===== src/rtl/stopwatch_ctrl.sv =====
// Front-panel control for the BCD stopwatch: debounces start/stop and lap buttons
// and runs the run/lap/pause/idle control FSM that drives the counter.

module stopwatch_debounce #(
  parameter int unsigned DB_CYCLES = 1_000_000,
  parameter int unsigned DB_W      = 20
) (
  input  logic CLK,
  input  logic CLR,
  input  logic btn,
  output logic press
);

  logic            s1;
  logic            s2;
  logic            db;
  logic            db_d;
  logic [DB_W-1:0] cnt;

  // Synchronize, then accept a new level only after DB_CYCLES consecutive disagreeing samples.
  always_ff @(posedge CLK or negedge CLR) begin
    if (!CLR) begin
      s1    <= 1'b0;
      s2    <= 1'b0;
      db    <= 1'b0;
      db_d  <= 1'b0;
      cnt   <= '0;
      press <= 1'b0;
    end else begin
      s1    <= btn;
      s2    <= s1;
      db_d  <= db;
      press <= db & ~db_d;
      if (s2 == db) begin
        cnt <= '0;
      end else if (cnt == DB_W'(DB_CYCLES - 1)) begin
        db  <= s2;
        cnt <= '0;
      end else begin
        cnt <= cnt + DB_W'(1);
      end
    end
  end

endmodule

module stopwatch_ctrl #(
  parameter int unsigned DB_CYCLES = 1_000_000,
  parameter int unsigned DB_W      = 20,
  parameter int unsigned CLR_PULSE = 4
) (
  input  logic       CLK,
  input  logic       CLR,
  input  logic       BTN_SS,
  input  logic       BTN_LAP,
  output logic       RUN,
  output logic       LAP_HOLD,
  output logic       CLR_REQ_N,
  output logic [1:0] STATE
);

  localparam int unsigned CP_W = (CLR_PULSE > 1) ? $clog2(CLR_PULSE) : 1;

  typedef enum logic [1:0] {
    S_IDLE  = 2'b00,
    S_RUN   = 2'b01,
    S_LAP   = 2'b10,
    S_PAUSE = 2'b11
  } state_t;

  logic            ss;
  logic            lap;
  state_t          state_q;
  state_t          state_d;
  logic            run_q;
  logic            run_d;
  logic            lap_hold_q;
  logic            lap_hold_d;
  logic            clr_n_q;
  logic            clr_n_d;
  logic [CP_W-1:0] clr_cnt_q;
  logic [CP_W-1:0] clr_cnt_d;

  stopwatch_debounce #(.DB_CYCLES(DB_CYCLES), .DB_W(DB_W)) u_db_ss (
    .CLK   (CLK),
    .CLR   (CLR),
    .btn   (BTN_SS),
    .press (ss)
  );

  stopwatch_debounce #(.DB_CYCLES(DB_CYCLES), .DB_W(DB_W)) u_db_lap (
    .CLK   (CLK),
    .CLR   (CLR),
    .btn   (BTN_LAP),
    .press (lap)
  );

  // State and registered outputs.
  always_ff @(posedge CLK or negedge CLR) begin
    if (!CLR) begin
      state_q    <= S_IDLE;
      run_q      <= 1'b0;
      lap_hold_q <= 1'b0;
      clr_n_q    <= 1'b1;
      clr_cnt_q  <= '0;
    end else begin
      state_q    <= state_d;
      run_q      <= run_d;
      lap_hold_q <= lap_hold_d;
      clr_n_q    <= clr_n_d;
      clr_cnt_q  <= clr_cnt_d;
    end
  end

  // Next state; outputs decoded from the next state so they change on the same edge as STATE.
  always_comb begin
    state_d   = state_q;
    clr_n_d   = clr_n_q;
    clr_cnt_d = clr_cnt_q;

    // An active clear pulse counts down independently of FSM activity.
    if (!clr_n_q) begin
      if (clr_cnt_q == '0) begin
        clr_n_d = 1'b1;
      end else begin
        clr_cnt_d = clr_cnt_q - CP_W'(1);
      end
    end

    // Start/stop always wins over a lap press in the same cycle.
    case (state_q)
      S_IDLE: begin
        if (ss) state_d = S_RUN;
      end
      S_RUN: begin
        if (ss)       state_d = S_PAUSE;
        else if (lap) state_d = S_LAP;
      end
      S_LAP: begin
        if (ss)       state_d = S_PAUSE;
        else if (lap) state_d = S_RUN;
      end
      S_PAUSE: begin
        if (ss) begin
          state_d = S_RUN;
        end else if (lap) begin
          state_d   = S_IDLE;
          clr_n_d   = 1'b0;
          clr_cnt_d = CP_W'(CLR_PULSE - 1);
        end
      end
      default: state_d = S_IDLE;
    endcase

    run_d      = (state_d == S_RUN) || (state_d == S_LAP);
    lap_hold_d = (state_d == S_LAP);
  end

  assign RUN       = run_q;
  assign LAP_HOLD  = lap_hold_q;
  assign CLR_REQ_N = clr_n_q;
  assign STATE     = state_q;

endmodule

===== config.mk =====
export PLATFORM = sky130hd
export DESIGN_NAME = stopwatch_ctrl
export DESIGN_NICKNAME = d
export VERILOG_FILES = /design/src/rtl/stopwatch_ctrl.sv
export SDC_FILE = /design/constraint.sdc
export NUM_CORES = 1
export LEC_CHECK = 0
export CAP_MARGIN = 25
export CORE_UTILIZATION = 35
export DETAILED_ROUTE_END_ITERATION = 8
export DONT_BUFFER_PORTS = 1
export GPL_TIMING_DRIVEN = 0
export SETUP_SLACK_MARGIN = 0.1
export SKIP_LAST_GASP = 1
export SLEW_MARGIN = 20
export SYNTH_ARGS = -nofsm -noshare
export SYNTH_HDL_FRONTEND = slang
export SYNTH_SLANG_ARGS = --single-unit

===== constraint.sdc =====
create_clock -name CLK -period 2.9 [get_ports CLK]
set_clock_uncertainty 0.15 [all_clocks]
set_input_delay 0.58 -clock CLK [delete_from_list [all_inputs] [get_ports CLK]]
set_output_delay 0.58 -clock CLK [all_outputs]
set_load 0.05 [all_outputs]

==> impl_metrics.yaml, run 1 <==
status:
  status: "completed"
pwr:
  p_leak_nw: 1.26
  peakVddDrop_uv: 209
  p_per_area_mw_per_mm2: 561
  power_mw: 1.68
floorplanning:
  rows: 31
  dieHeight_um: 88.5
  ios: 9
  dieArea_sq_mm: 0.00784
  core_sq_mm: 0.00725
  die_w_um: 88.5
  start_util_pct: 36.1
sta:
  hold_viol_final: 0
  drv_slew: 0
  rsz0062_at_grt: "no"
  fmax_ghz: 0.431
  setup_viol: 0
  setup-tns-final_ns: 0
  finalCritPeriodShare_pct: 79.9
  fin_crit_ns: 2.32
  worstMarginPinSlew_ns: 0.588
  max-slew-margin-rel_pct: 60.8
final_layout:
  final_cell_mix: "56 x dfrtp_1, 33 x nor2_1, 19 x nand3_1"
  num-fill-cells: 709
  layout_commonest_cell: "dfrtp_1"
  drive_gt1_share_pct: 11.4
  final_area_sq_mm: 0.00300
  area_growth_pct: 14.6
  diodes: 0
  nNetsFinal: 274
clock_network:
  cts_num_sinks: 57
  cts_made_buffers: 9
  root_buffer: "clkbuf_8"
  tritoncts: "done"
  cts_max_level: 3
  cts_buffer_depth: 2
  cts.clk_slew.worst_paths_ns: 0.07
  ctsResizeCount: 0
  clock_latency_ns: 0.32
routing:
  first_iter_violations: 82
  drtPass1Iterations: 5
  drc_errors: 0
  drt-wirelength-per-cell_um: 12.2
  vias_per_cell: 4.98
  ant_nets: 0
  wirelength_um: 4540
  vias: 1848
flow_run:
  max_cap_violations: 0
setup_path:
  startpoint: "u_db_ss.cnt[6]$_DFF_PN0_"
  critical_path_required_ns: 2.96
  cpPeakStageDelay_ns: 0.56
  cpLargestDelayFamily: "simple AND/OR/NAND/NOR gates"
  endpoint_kind: "flip-flop"
  critPathLaunchType: "flip-flop"
  critPathSlowestCell: "or4_4"
  path_class: "reg -> reg"
  cp.buffers_inverters: 1
  crit_path_max_fanout: 10
  arrival_ns: 2.38
  path_cells: "or4b_1 -> or4_4 -> o21ai_4 -> buf_6 -> nor2_1"
  reg2reg_from: "u_db_ss.cnt[6]$_DFF_PN0_"
hold_path:
  worstHoldStart: "BTN_LAP"
  hold_class: "in -> reg"
place:
  place_area_sq_mm: 0.00274
  port_buffers: 0
  gp_congestion: 0.783
  hpwl_um: 3000
grt:
  grtUsageTotal_pct: 13.2
  grt_overflow_total: 0
  antenna_found_initial: 0
  grt_pass1_wl_um: 7850
  grt_pass1_vias: 1749
  grt_max_degree: 58
logic_synthesis:
  synth_seq_area_share_pct: 54.5
  syn_inst: 254
  synth.distinct_cells: 36
  synth_area_sq_mm: 0.00262
  synth_warnings: 0
  synth-seq-cells: 57
  synth_area_per_cell_sq_um: 10.3
  syn_nets: 261
flip-flops by register name, indices dropped and copies added, names as in the netlist:
name	cells
u_db_lap.s1	1
clr_cnt_q	2
LAP_HOLD	1
u_db_ss.s1	1
u_db_lap.cnt	20
u_db_ss.db_d	1
u_db_ss.press	1
STATE	2
RUN	1
u_db_lap.db_d	1
u_db_lap.press	1
u_db_lap.db	1
CLR_REQ_N	1
u_db_ss.cnt	20
u_db_ss.s2	1
u_db_ss.db	1
u_db_lap.s2	1
Yosys cell counts (all sizes together):
cell type	instances	area, sq um
and2	3	18.8
nand4	9	56.3
or4	12	97.6
and3	2	13.8
buf	5	31.3
xnor2	8	70.1
ha	3	37.5
nor3	2	10.0
dfrtp	56	1400
dfstp	1	26.3
nand2	14	52.6
clkbuf	2	7.51
nor2b	3	18.8
a21oi	14	73.8
nand4b	1	8.76
inv	8	30.0
mux2	2	22.5
or3	10	63.8
and4	3	26.3
nor2	33	124
o21a	1	7.51
or4b	2	20.0
o21ai	12	71.3
nand3	20	105
xor2	17	149
nand2b	2	12.5
o31ai	6	45.0
nor4	3	18.8
cell type report:
cell class / count / area, sq um / share of cell area (%)
flip-flops and latches: 57 / 1430 / 47.6
clock buffers: 11 / 141 / 4.71
clock inverters: 5 / 78.8 / 2.63
inverters: 8 / 30.0 / 1.00
well taps: 99 / 124 / 4.13
multi-input cells: 182 / 1120 / 37.4
plain buffers: 7 / 38.8 / 1.29
repair buffers: 2 / 37.5 / 1.25
worst register-to-register path, stage by stage, from the launching register on:
cell	delay, ns
dfrtp_1	0.42
or4b_1	0.51
or4_4	0.56
o21ai_4	0.33
buf_6	0.19
nor2_1	0.05
what timing repair did:
action,4_1_cts,5_1_grt
setup buffers,0,0
hold endpoints to repair,57,0
hold buffers,2,0
per-layer routing:
layer	wire [um]	vias up	track usage [%]	share of wire, %
met3	101	11	2.80	2.2
met2	2030	26	19.9	45
met1	2300	885	17.5	51
li1	-	926	-	-
met4	106	0	7.92	2.3
met5	0	-	0	0
stage by stage:
step,cells,worst slack (ns),hold WS (ns),utilization [%]
global placement,353,0.573,0.135,37.8
CTS,371,0.570,0.110,41.4
global route,371,0.473,0.104,41.4
finish,371,0.582,0.132,41.4
floorplan,254,0.765,0.134,-
detailed placement,353,0.589,0.136,37.8
cells by family after synthesis:
kind of cell | share of synthesized area (%)
AOI/OAI and AO/OA | 7.55
buffers and inverters | 2.63
and+or+nand+nor | 24.7
muxes | 0.860
xor gates and xnor gates | 8.36
DFF | 54.5
adders and majority gates | 1.43
where the power goes:
group,switching (mW),internal (mW),total (mW)
registers,0.0100,0.805,0.815
logic,0.0332,0.0150,0.0482
clock network,0.314,0.506,0.820
path summary, 6_finish.rpt:
| kind | cells past startpoint | slack, ns | to |
|---|---|---|---|
| worst max-delay path | 5 | 0.58 | u_db_ss.cnt[7]$_DFF_PN0_ |
| worst min-delay path | 0 | 0.13 | u_db_lap.s1$_DFF_PN0_ |
| worst max register to register | 5 | 0.58 | u_db_ss.cnt[7]$_DFF_PN0_ |
| worst min register to register | 0 | 0.20 | u_db_ss.s2$_DFF_PN0_ |
| max in group asynchronous | 2 | 1.69 | CLR_REQ_N$_DFF_PN1_ |
| min in group asynchronous | 2 | 0.64 | u_db_ss.cnt[15]$_DFF_PN0_ |
Note: power is estimated with default switching activity, not from simulation.
==> run 2: changes to the inputs <==
==> constraint.sdc (replaced) <==
create_clock -name CLK -period 2.1 [get_ports CLK]
set_clock_uncertainty 0.15 [all_clocks]
set_input_delay 0.42 -clock CLK [delete_from_list [all_inputs] [get_ports CLK]]
set_output_delay 0.42 -clock CLK [all_outputs]
set_load 0.05 [all_outputs]
==> run 2 against run 1 <==
Effect of this change: the run now ends with negative setup slack left; cell count grew 3.2%; setup slack lost 0.66 ns; fmax grew 6.5%; core utilization grew 2.6 points; clock power grew 1%; register-to-register slack lost 0.66 ns; final area grew 6.2%; first-iteration DRC count shrank 18%; via count grew 1.2%; clock-buffer cell count grew 1; routed wire length grew 3.4%; sequential cell count is the same; highest routed layer unchanged.
==> impl_metrics.yaml, run 2 (synthesis results as in run 1) <==
setup_path:
  critical_path_required_ns: 2.16
  endpoint_kind: "flip-flop"
  cp.buffers_inverters: 1
  arrival_ns: 2.24
  crit_path_max_fanout: 5
  cpPeakStageDelay_ns: 0.56
  cpLargestDelayFamily: "simple AND/OR/NAND/NOR gates"
  path_class: "reg -> reg"
  critPathLaunchType: "flip-flop"
  critPathSlowestCell: "or4_4"
  path_cells: "or4b_1 -> or4_4 -> o21ai_4 -> buf_6 -> nor2_1"
hold_path:
  hold_class: "reg -> reg"
grt:
  grt_pass1_wl_um: 8050
  antenna_found_initial: 0
  grt_pass1_vias: 1723
  grt_overflow_total: 0
  grtUsageTotal_pct: 13.3
  grt_max_degree: 58
routing:
  drc_errors: 0
  vias: 1871
  drtPass1Iterations: 6
  ant_nets: 0
  first_iter_violations: 67
  drt-wirelength-per-cell_um: 12.3
  vias_per_cell: 4.89
  wirelength_um: 4700
floorplanning:
  ios: 9
  core_sq_mm: 0.00725
  start_util_pct: 36.1
  rows: 31
  die_w_um: 88.5
  dieHeight_um: 88.5
  dieArea_sq_mm: 0.00784
sta:
  finalCritPeriodShare_pct: 104
  fin_ws_ns: -0.0774
  drv_slew: 0
  fmax_ghz: 0.459
  fin_crit_ns: 2.18
  setup_viol: 41
  setup-tns-final_ns: -1.89
  worstMarginPinSlew_ns: 0.597
  rsz0062_at_grt: "yes"
  max-slew-margin-rel_pct: 60.2
  hold_viol_final: 0
clock_network:
  cts_max_level: 3
  cts_buffer_depth: 2
  cts.clk_slew.worst_paths_ns: 0.07
  clock_latency_ns: 0.32
  cts_made_buffers: 9
  root_buffer: "clkbuf_8"
  tritoncts: "done"
  cts_num_sinks: 57
place:
  hpwl_um: 2920
  port_buffers: 0
  gp_congestion: 0.853
  place_area_sq_mm: 0.00279
pwr:
  power_mw: 2.06
  p_leak_nw: 1.29
  p_per_area_mw_per_mm2: 645
  peakVddDrop_uv: 206
final_layout:
  area_growth_pct: 21.7
  nNetsFinal: 286
  biggestRegsByFlops: "u_db_lap.cnt (20), u_db_ss.cnt (20)"
  diodes: 0
  final_area_sq_mm: 0.00319
  layout_commonest_cell: "dfrtp_1"
  final_cell_mix: "53 x dfrtp_1, 20 x nor2_1, 19 x nand3_1"
  drive_gt1_share_pct: 25.0
status:
  status: "finished, violations left"
  violations: "negative setup slack"
flow_run:
  max_cap_violations: 0
## run 2: cell types whose count changed in the layout (fill, tap and decap cells not counted), moves of 6 or more
cell	before	now
a21oi_2	1	13
a21oi_1	13	1
nor2_1	33	20
nor2_2	0	10
buf_6	1	7
buf_4	0	7
## run 2: layout make-up
| type | count | area, sq um |
|---|---|---|
| plain buffers | 7 | 57.6 |
| repair buffers | 14 | 144 |
| flip-flops and latches | 57 | 1430 |
| clock inverters | 4 | 20.0 |
| clock buffers | 12 | 135 |
| fillers | 697 | 4070 |
| inverters | 8 | 30.0 |
| multi-input cells | 182 | 1250 |
| well taps | 99 | 124 |
## run 2: final timing paths
check / end / cells after the start / slack, ns / from
worst max-delay path: u_db_ss.cnt[11]$_DFF_PN0_ / 5 / -0.08 / u_db_ss.cnt[6]$_DFF_PN0_
worst min-delay path: u_db_ss.s2$_DFF_PN0_ / 0 / 0.20 / u_db_ss.s1$_DFF_PN0_
worst max register to register: u_db_ss.cnt[11]$_DFF_PN0_ / 5 / -0.08 / u_db_ss.cnt[6]$_DFF_PN0_
worst min register to register: u_db_ss.s2$_DFF_PN0_ / 0 / 0.20 / u_db_ss.s1$_DFF_PN0_
max in group asynchronous: CLR_REQ_N$_DFF_PN1_ / 2 / 1.05 / CLR
min in group asynchronous: u_db_lap.cnt[17]$_DFF_PN0_ / 2 / 0.47 / CLR
## run 2: what timing repair did
item                                   CTS  global route
hold buffers                             4             0
buffers inserted                         7             1
endpoints found under the hold margin   59             0
pin swaps                                8             5
gates resized for setup                 16            21
setup endpoints to repair               41            41
cloned                                   2             0
## run 2: per-layer routing
layer	global-route usage (%)	part of all wire, %	routed length (um)	vias to the layer above
li1	-	-	-	948
met1	18.8	52	2460	889
met2	19.2	43	2030	24
met3	2.80	2.7	126	10
met4	6.89	1.9	87	0
met5	0	0	0	-
## run 2: power breakdown
part	leakage (nW)	internal, mW	switching [mW]
logic	0.427	0.0373	0.0588
registers	0.774	1.11	0.0150
clock network	0.0839	0.421	0.412
## run 2: stage by stage
| step | setup WS [ns] | utilization [%] | hold slack, ns | cells |
|---|---|---|---|---|
| global route | -0.136 | 44.0 | 0.212 | 383 |
| global placement | -0.225 | 38.5 | -0.0246 | 353 |
| detailed placement | -0.249 | 38.5 | -0.0241 | 353 |
| floorplan | -0.0352 | - | -0.0256 | 254 |
| CTS | -0.0905 | 43.0 | 0.199 | 382 |
| finish | -0.0774 | 44.0 | 0.198 | 383 |
